### config.mk
export PLATFORM = sky130hd
export DESIGN_NAME = clock_divider_prog_flat
export DESIGN_NICKNAME = d
export VERILOG_FILES = /design/src/rtl/clock_divider_prog_if.sv /design/src/rtl/clock_divider_prog.sv /design/src/flat_wrapper.sv
export SDC_FILE = /design/constraint.sdc
export NUM_CORES = 1
export LEC_CHECK = 0
export BUFFER_PORTS_ARGS = -buffer_cell sky130_fd_sc_hd__buf_2
export CAP_MARGIN = 20
export CORE_ASPECT_RATIO = 1.4
export CORE_MARGIN = 4
export CORE_UTILIZATION = 45
export CTS_BUF_LIST = sky130_fd_sc_hd__clkbuf_16
export CTS_CLUSTER_SIZE = 8
export DETAILED_ROUTE_END_ITERATION = 6
export SKIP_CTS_REPAIR_TIMING = 1
export SLEW_MARGIN = 0
export SYNTH_ARGS = -nofsm -noshare
export SYNTH_HDL_FRONTEND = slang
export SYNTH_SLANG_ARGS = --single-unit
### constraint.sdc
create_clock -name clk_in -period 15.8 [get_ports clk_in]
set_input_delay 1.58 -clock clk_in [delete_from_list [all_inputs] [get_ports clk_in]]
set_output_delay 1.58 -clock clk_in [all_outputs]
set_load 0.005 [all_outputs]
### src/rtl/clock_divider_prog_if.sv
// Control/status bundle for the programmable clock divider.
// master drives enables and divisor loads; slave is the divider itself.
interface clock_divider_prog_if #(
   parameter int CHANNELS = 4,
   parameter int WIDTH    = 16
);
   localparam int SEL_W = (CHANNELS > 1) ? $clog2(CHANNELS) : 1;

   logic [CHANNELS-1:0] enable;
   logic                load;
   logic [SEL_W-1:0]    load_sel;
   logic [WIDTH-1:0]    div_in;
   logic [CHANNELS-1:0] clk_out;
   logic [CHANNELS-1:0] tick;
   logic [CHANNELS-1:0] pending;

   modport master (
      output enable, load, load_sel, div_in,
      input  clk_out, tick, pending
   );

   modport slave (
      input  enable, load, load_sel, div_in,
      output clk_out, tick, pending
   );
endinterface

### src/rtl/clock_divider_prog.sv
// Multi-channel programmable clock/tick generator.
// Divisor changes are applied only on period boundaries (hitless).
module clock_divider_prog #(
   parameter int CHANNELS    = 4,
   parameter int WIDTH       = 16,
   parameter int DEFAULT_DIV = 64
) (
   input logic                 clk_in,
   input logic                 reset,
   clock_divider_prog_if.slave bus
);
   localparam logic [WIDTH-1:0] DEF_DIV = WIDTH'(DEFAULT_DIV);
   localparam logic [WIDTH-1:0] MIN_DIV = WIDTH'(2);
   localparam logic [WIDTH-1:0] ONE     = WIDTH'(1);

   logic             load_ok;
   logic [WIDTH-1:0] load_val;

   // Out-of-range selects are dropped; divisors below 2 are clamped.
   assign load_ok  = bus.load && (int'(bus.load_sel) < CHANNELS);
   assign load_val = (bus.div_in < MIN_DIV) ? MIN_DIV : bus.div_in;

   for (genvar i = 0; i < CHANNELS; i++) begin : g_ch
      logic [WIDTH-1:0] count;
      logic [WIDTH-1:0] div_active;
      logic [WIDTH-1:0] div_pend;
      logic [WIDTH-1:0] half;
      logic             pend_q;
      logic             running;
      logic             clk_q;
      logic             tick_q;
      logic             en;
      logic             hit;
      logic             wrap;

      assign en   = bus.enable[i];
      assign hit  = load_ok && (int'(bus.load_sel) == i);
      assign half = div_active >> 1;
      assign wrap = en && (!running || (count == div_active - ONE));

      always_ff @(posedge clk_in or posedge reset) begin
         if (reset) begin
            count      <= '0;
            div_active <= DEF_DIV;
            div_pend   <= DEF_DIV;
            pend_q     <= 1'b0;
            running    <= 1'b0;
            clk_q      <= 1'b0;
            tick_q     <= 1'b0;
         end else begin
            running <= en;
            if (en && wrap) begin
               count  <= '0;
               clk_q  <= 1'b1;
               tick_q <= 1'b1;
               pend_q <= 1'b0;
               if (hit)
                  div_active <= load_val;
               else if (pend_q)
                  div_active <= div_pend;
            end else if (en) begin
               count  <= count + ONE;
               clk_q  <= (count + ONE) < half;
               tick_q <= 1'b0;
               if (hit) begin
                  div_pend <= load_val;
                  pend_q   <= 1'b1;
               end
            end else begin
               count  <= '0;
               clk_q  <= 1'b0;
               tick_q <= 1'b0;
               // Idle channel takes the new divisor at once, superseding any queued one.
               if (hit) begin
                  div_active <= load_val;
                  pend_q     <= 1'b0;
               end
            end
         end
      end

      assign bus.clk_out[i] = clk_q;
      assign bus.tick[i]    = tick_q;
      assign bus.pending[i] = pend_q;
   end
endmodule

### src/flat_wrapper.sv
// flat-port wrapper written by rule: the top's interface ports become plain ports
module clock_divider_prog_flat 
#(
   parameter int CHANNELS    = 4,
   parameter int WIDTH       = 16,
   parameter int DEFAULT_DIV = 64
)
  (clk_in, reset, bus_enable, bus_load, bus_load_sel, bus_div_in, bus_clk_out, bus_tick, bus_pending);
  clock_divider_prog_if #(.CHANNELS(CHANNELS), .WIDTH(WIDTH)) bus_i ();
  input logic clk_in;
  input logic reset;
  input wire logic [$bits(bus_i.enable)-1:0] bus_enable;
  input wire logic [$bits(bus_i.load)-1:0] bus_load;
  input wire logic [$bits(bus_i.load_sel)-1:0] bus_load_sel;
  input wire logic [$bits(bus_i.div_in)-1:0] bus_div_in;
  output wire logic [$bits(bus_i.clk_out)-1:0] bus_clk_out;
  output wire logic [$bits(bus_i.tick)-1:0] bus_tick;
  output wire logic [$bits(bus_i.pending)-1:0] bus_pending;
  assign bus_i.enable = bus_enable;
  assign bus_i.load = bus_load;
  assign bus_i.load_sel = bus_load_sel;
  assign bus_i.div_in = bus_div_in;
  assign bus_clk_out = bus_i.clk_out;
  assign bus_tick = bus_i.tick;
  assign bus_pending = bus_i.pending;
  clock_divider_prog #(.CHANNELS(CHANNELS), .WIDTH(WIDTH), .DEFAULT_DIV(DEFAULT_DIV)) u_core (.clk_in(clk_in), .reset(reset), .bus(bus_i));
endmodule
==> impl_metrics.tcl <==
set metrics [dict create \
    core_mm2 0.02841 \
    stdcell_count 1680 \
    clock-sinks 208 \
    overflow 0 \
    synth_fp_nets 1368 \
    ys_types 76 \
    worst_pin_slew_ns 1.032 \
    clk_latency_ns 0.54 \
    ys.warnings.count 0 \
    crit_path_start "u_core.g_ch[2].div_active[0]" \
    post_drt_wl_per_cell_um 17.14 \
    async_flop_share_pct 100.0 \
    synthesis.area_mm2 0.01300 \
    fmax_mhz 253.8 \
    grt_pass1_wl_um 48580 \
    r2r-end "u_core.g_ch[2].div_active[0]" \
    antenna_found_initial 2 \
    grt_pass1_vias 9380 \
    viasPerCell 5.467 \
    gp_congestion 0.8739 \
    rr_startpoint "u_core.g_ch[2].div_active[0]" \
    grt_start_max_net_pins 143 \
    finalHoldViolations 0 \
    critPathCaptureType "register" \
    hold_path_depth 1 \
    clk_pin_slew_ns 0.05 \
    synth_fa_ha_area_share_pct 6.160 \
    cp.required_ns 16.26 \
    ir_drop_mv 0.08430 \
    skew_ns 0.01848 \
    row_count 73 \
    synth_top_family_by_area "simple AND/OR/NAND/NOR gates" \
    root_buffer "clkbuf_16" \
    status "finished, final reports clean" \
    hold_end "u_core.g_ch[3].div_pend[3]" \
    worstSetupPathType "register to register" \
    dr_total_vias 9185 \
    arrival_ns 4.40 \
    die_h_um 209.1 \
    startpoint_type "register" \
    yosysSeqAreaShare_pct 40.12 \
    synth_area_leaders "dfrtp_1 39%, mux2i_1 8.9%, ha_1 6.2%, mux2_2 4.9%, xnor2_1 4.7%" \
    start_util_pct 45.76 \
    fillers 2638 \
    setup_viol 0 \
    wirelength_um 28800 \
    fp.dieW_um 151.6 \
    dp_cells 1622 \
    drv_slew 0 \
    min_path_type "register to register" \
    synth.avg_cell_area_um2 10.16 \
    grt_setup_unrepaired "false" \
    synth_xor_area_share_pct 8.759 \
    drt_iter0_drc 383 \
    final_layout_size_suffix_gt1_share_pct 13.41 \
    powerDensity_mw_per_mm2 128.2 \
    synth_compound_area_share_pct 8.817 \
    dieArea_mm2 0.03171 \
    slew_headroom_pct 31.20 \
    yosys.area_share.simple_pct 15.89 \
    yosys_most_used_dff "dfrtp_1" \
    syn_inst 1279 \
    power.leakage_uw 0.006863 \
    synth_edf_count 0 \
    ys_ff_latch 208 \
    hold_start "u_core.g_ch[3].div_pend[3]" \
    antenna_cells 0 \
    path_max_fanout 18 \
    post-route-min-period_ns 3.941 \
    remaining_drc_errors 0 \
    cts_tree "built" \
    fin_crit_sh_pct 24.94 \
    drtAntennaViolNets 0 \
    io_buffer_count 36 \
    yosys.area.top_type "dfrtp_1" \
    dp_hpwl_um 21090 \
    htree_levels 1 \
    ff2ff_setup_slack_ns 11.86 \
    timing.reg2reg.worst_path_depth 12 \
    pin_count 37 \
    cts_buffers 29 \
    fin_setup_tns_ns 0 \
    synth_top_area_share_pct 38.50 \
    final_nets 1371 \
    cap_violations 0 \
    max-clock-path-buffers 3 \
    drt-pass1-iter-count 4 \
    muxShareOfSynthArea_pct 14.94 \
    grt_usage_pct 18.61 \
    syn_to_final_growth_pct 9.337 \
]
==> layout by cell type, fill, tap and decap left out, types with 41 or more instances in the layout <==
master and instances:
xor2_1 60, nor2b_1 46, nor2_1 79, xnor2_1 70, mux2_2 56, nand3_1 42
ha_1 64, inv_1 102, dfrtp_1 200, nand2_1 41, mux2i_1 116
==> registers in the layout, summed over array words and instances (netlist names) <==
signal	count
u_core.g_ch.tick_q	4
u_core.g_ch.div_pend	64
u_core.g_ch.div_active	64
u_core.g_ch.count	64
u_core.g_ch.clk_q	4
u_core.g_ch.running	4
u_core.g_ch.pend_q	4
==> layer usage <==
layer	track usage [%]	vias up	part of all wire, %
li1	-	4507	-
met1	25.44	4502	45
met2	31.05	119	49
met3	2.451	53	3.4
met4	4.992	4	2.3
met5	0	-	0.049
==> power breakdown <==
group | switching (uW) | internal [uW] | leakage [uW] | total, uW
clock network | 226 | 327 | 0.000490 | 553
logic | 266 | 227 | 0.00377 | 494
registers | 129 | 647 | 0.00260 | 775
==> kinds of logic after synthesis <==
kind of cell               count (synthesis)
adders and majority gates                 64
buffers and inverters                    156
DFF                                      208
xor gates and xnor gates                 130
muxes                                    182
AOI/OAI and AO/OA                        165
and+or+nand+nor                          374
==> synth_stat cells, types with 35 or more instances <==
cell type / number
a21oi_1: 35
nor2_1: 79
nand3_1: 42
ha_1: 64
nor2b_1: 46
nand2_1: 41
mux2_2: 56
clkbuf_1: 46
xnor2_1: 70
dfrtp_1: 200
inv_1: 79
xor2_1: 60
mux2i_1: 116
==> per-stage QoR <==
step                setup WS, ns  power [uW]  hold slack [ns]  area, um^2  utilization, %
floorplan                  8.552        1148           0.4753       13000               -
global placement           11.65        1264           0.4881       13350           46.99
detailed placement         11.53        1276           0.4927       13350           46.99
CTS                        11.51        1845           0.5070       14170           49.90
global route               11.45        1955           0.5128       14210           50.03
finish                     11.86        1822           0.5034       14210           50.03
==> worst max-delay path, stage by stage, from the launching register on <==
cell,delay [ns]
dfrtp_1,0.46
inv_1,0.11
ha_1,0.31
nor4b_2,0.63
xnor2_1,0.19
a41oi_1,0.12
nor4_1,0.41
nand4_1,0.22
o211ai_1,0.21
buf_4,0.26
a21boi_2,0.45
buf_6,0.25
mux2i_1,0.21
==> cell type report <==
class,count,area [um^2],area share [%]
Multi-Input combinational cell,915,7113,50.05
Clock buffer,29,725.7,5.106
Timing Repair Buffer,49,286.5,2.016
Clock inverter,25,98.84,0.6955
Sequential cell,208,5215,36.69
Inverter,79,304.0,2.139
Tap cell,375,469.2,3.301
==> worst max path at each step <==
| stage | endpoint | slack (ns) |
|---|---|---|
| 2_1_floorplan | u_core.g_ch[0].clk_q | 8.55 |
| 3_3_place_gp | u_core.g_ch[3].div_pend[1] | 11.65 |
| 3_5_place_dp | u_core.g_ch[2].div_active[0] | 11.53 |
| 4_1_cts | u_core.g_ch[2].div_active[0] | 11.51 |
| 5_1_grt | u_core.g_ch[2].div_active[4] | 11.45 |
| 6_report | u_core.g_ch[2].div_active[0] | 11.86 |
No activity file was read; power rests on OpenSTA's default activity.
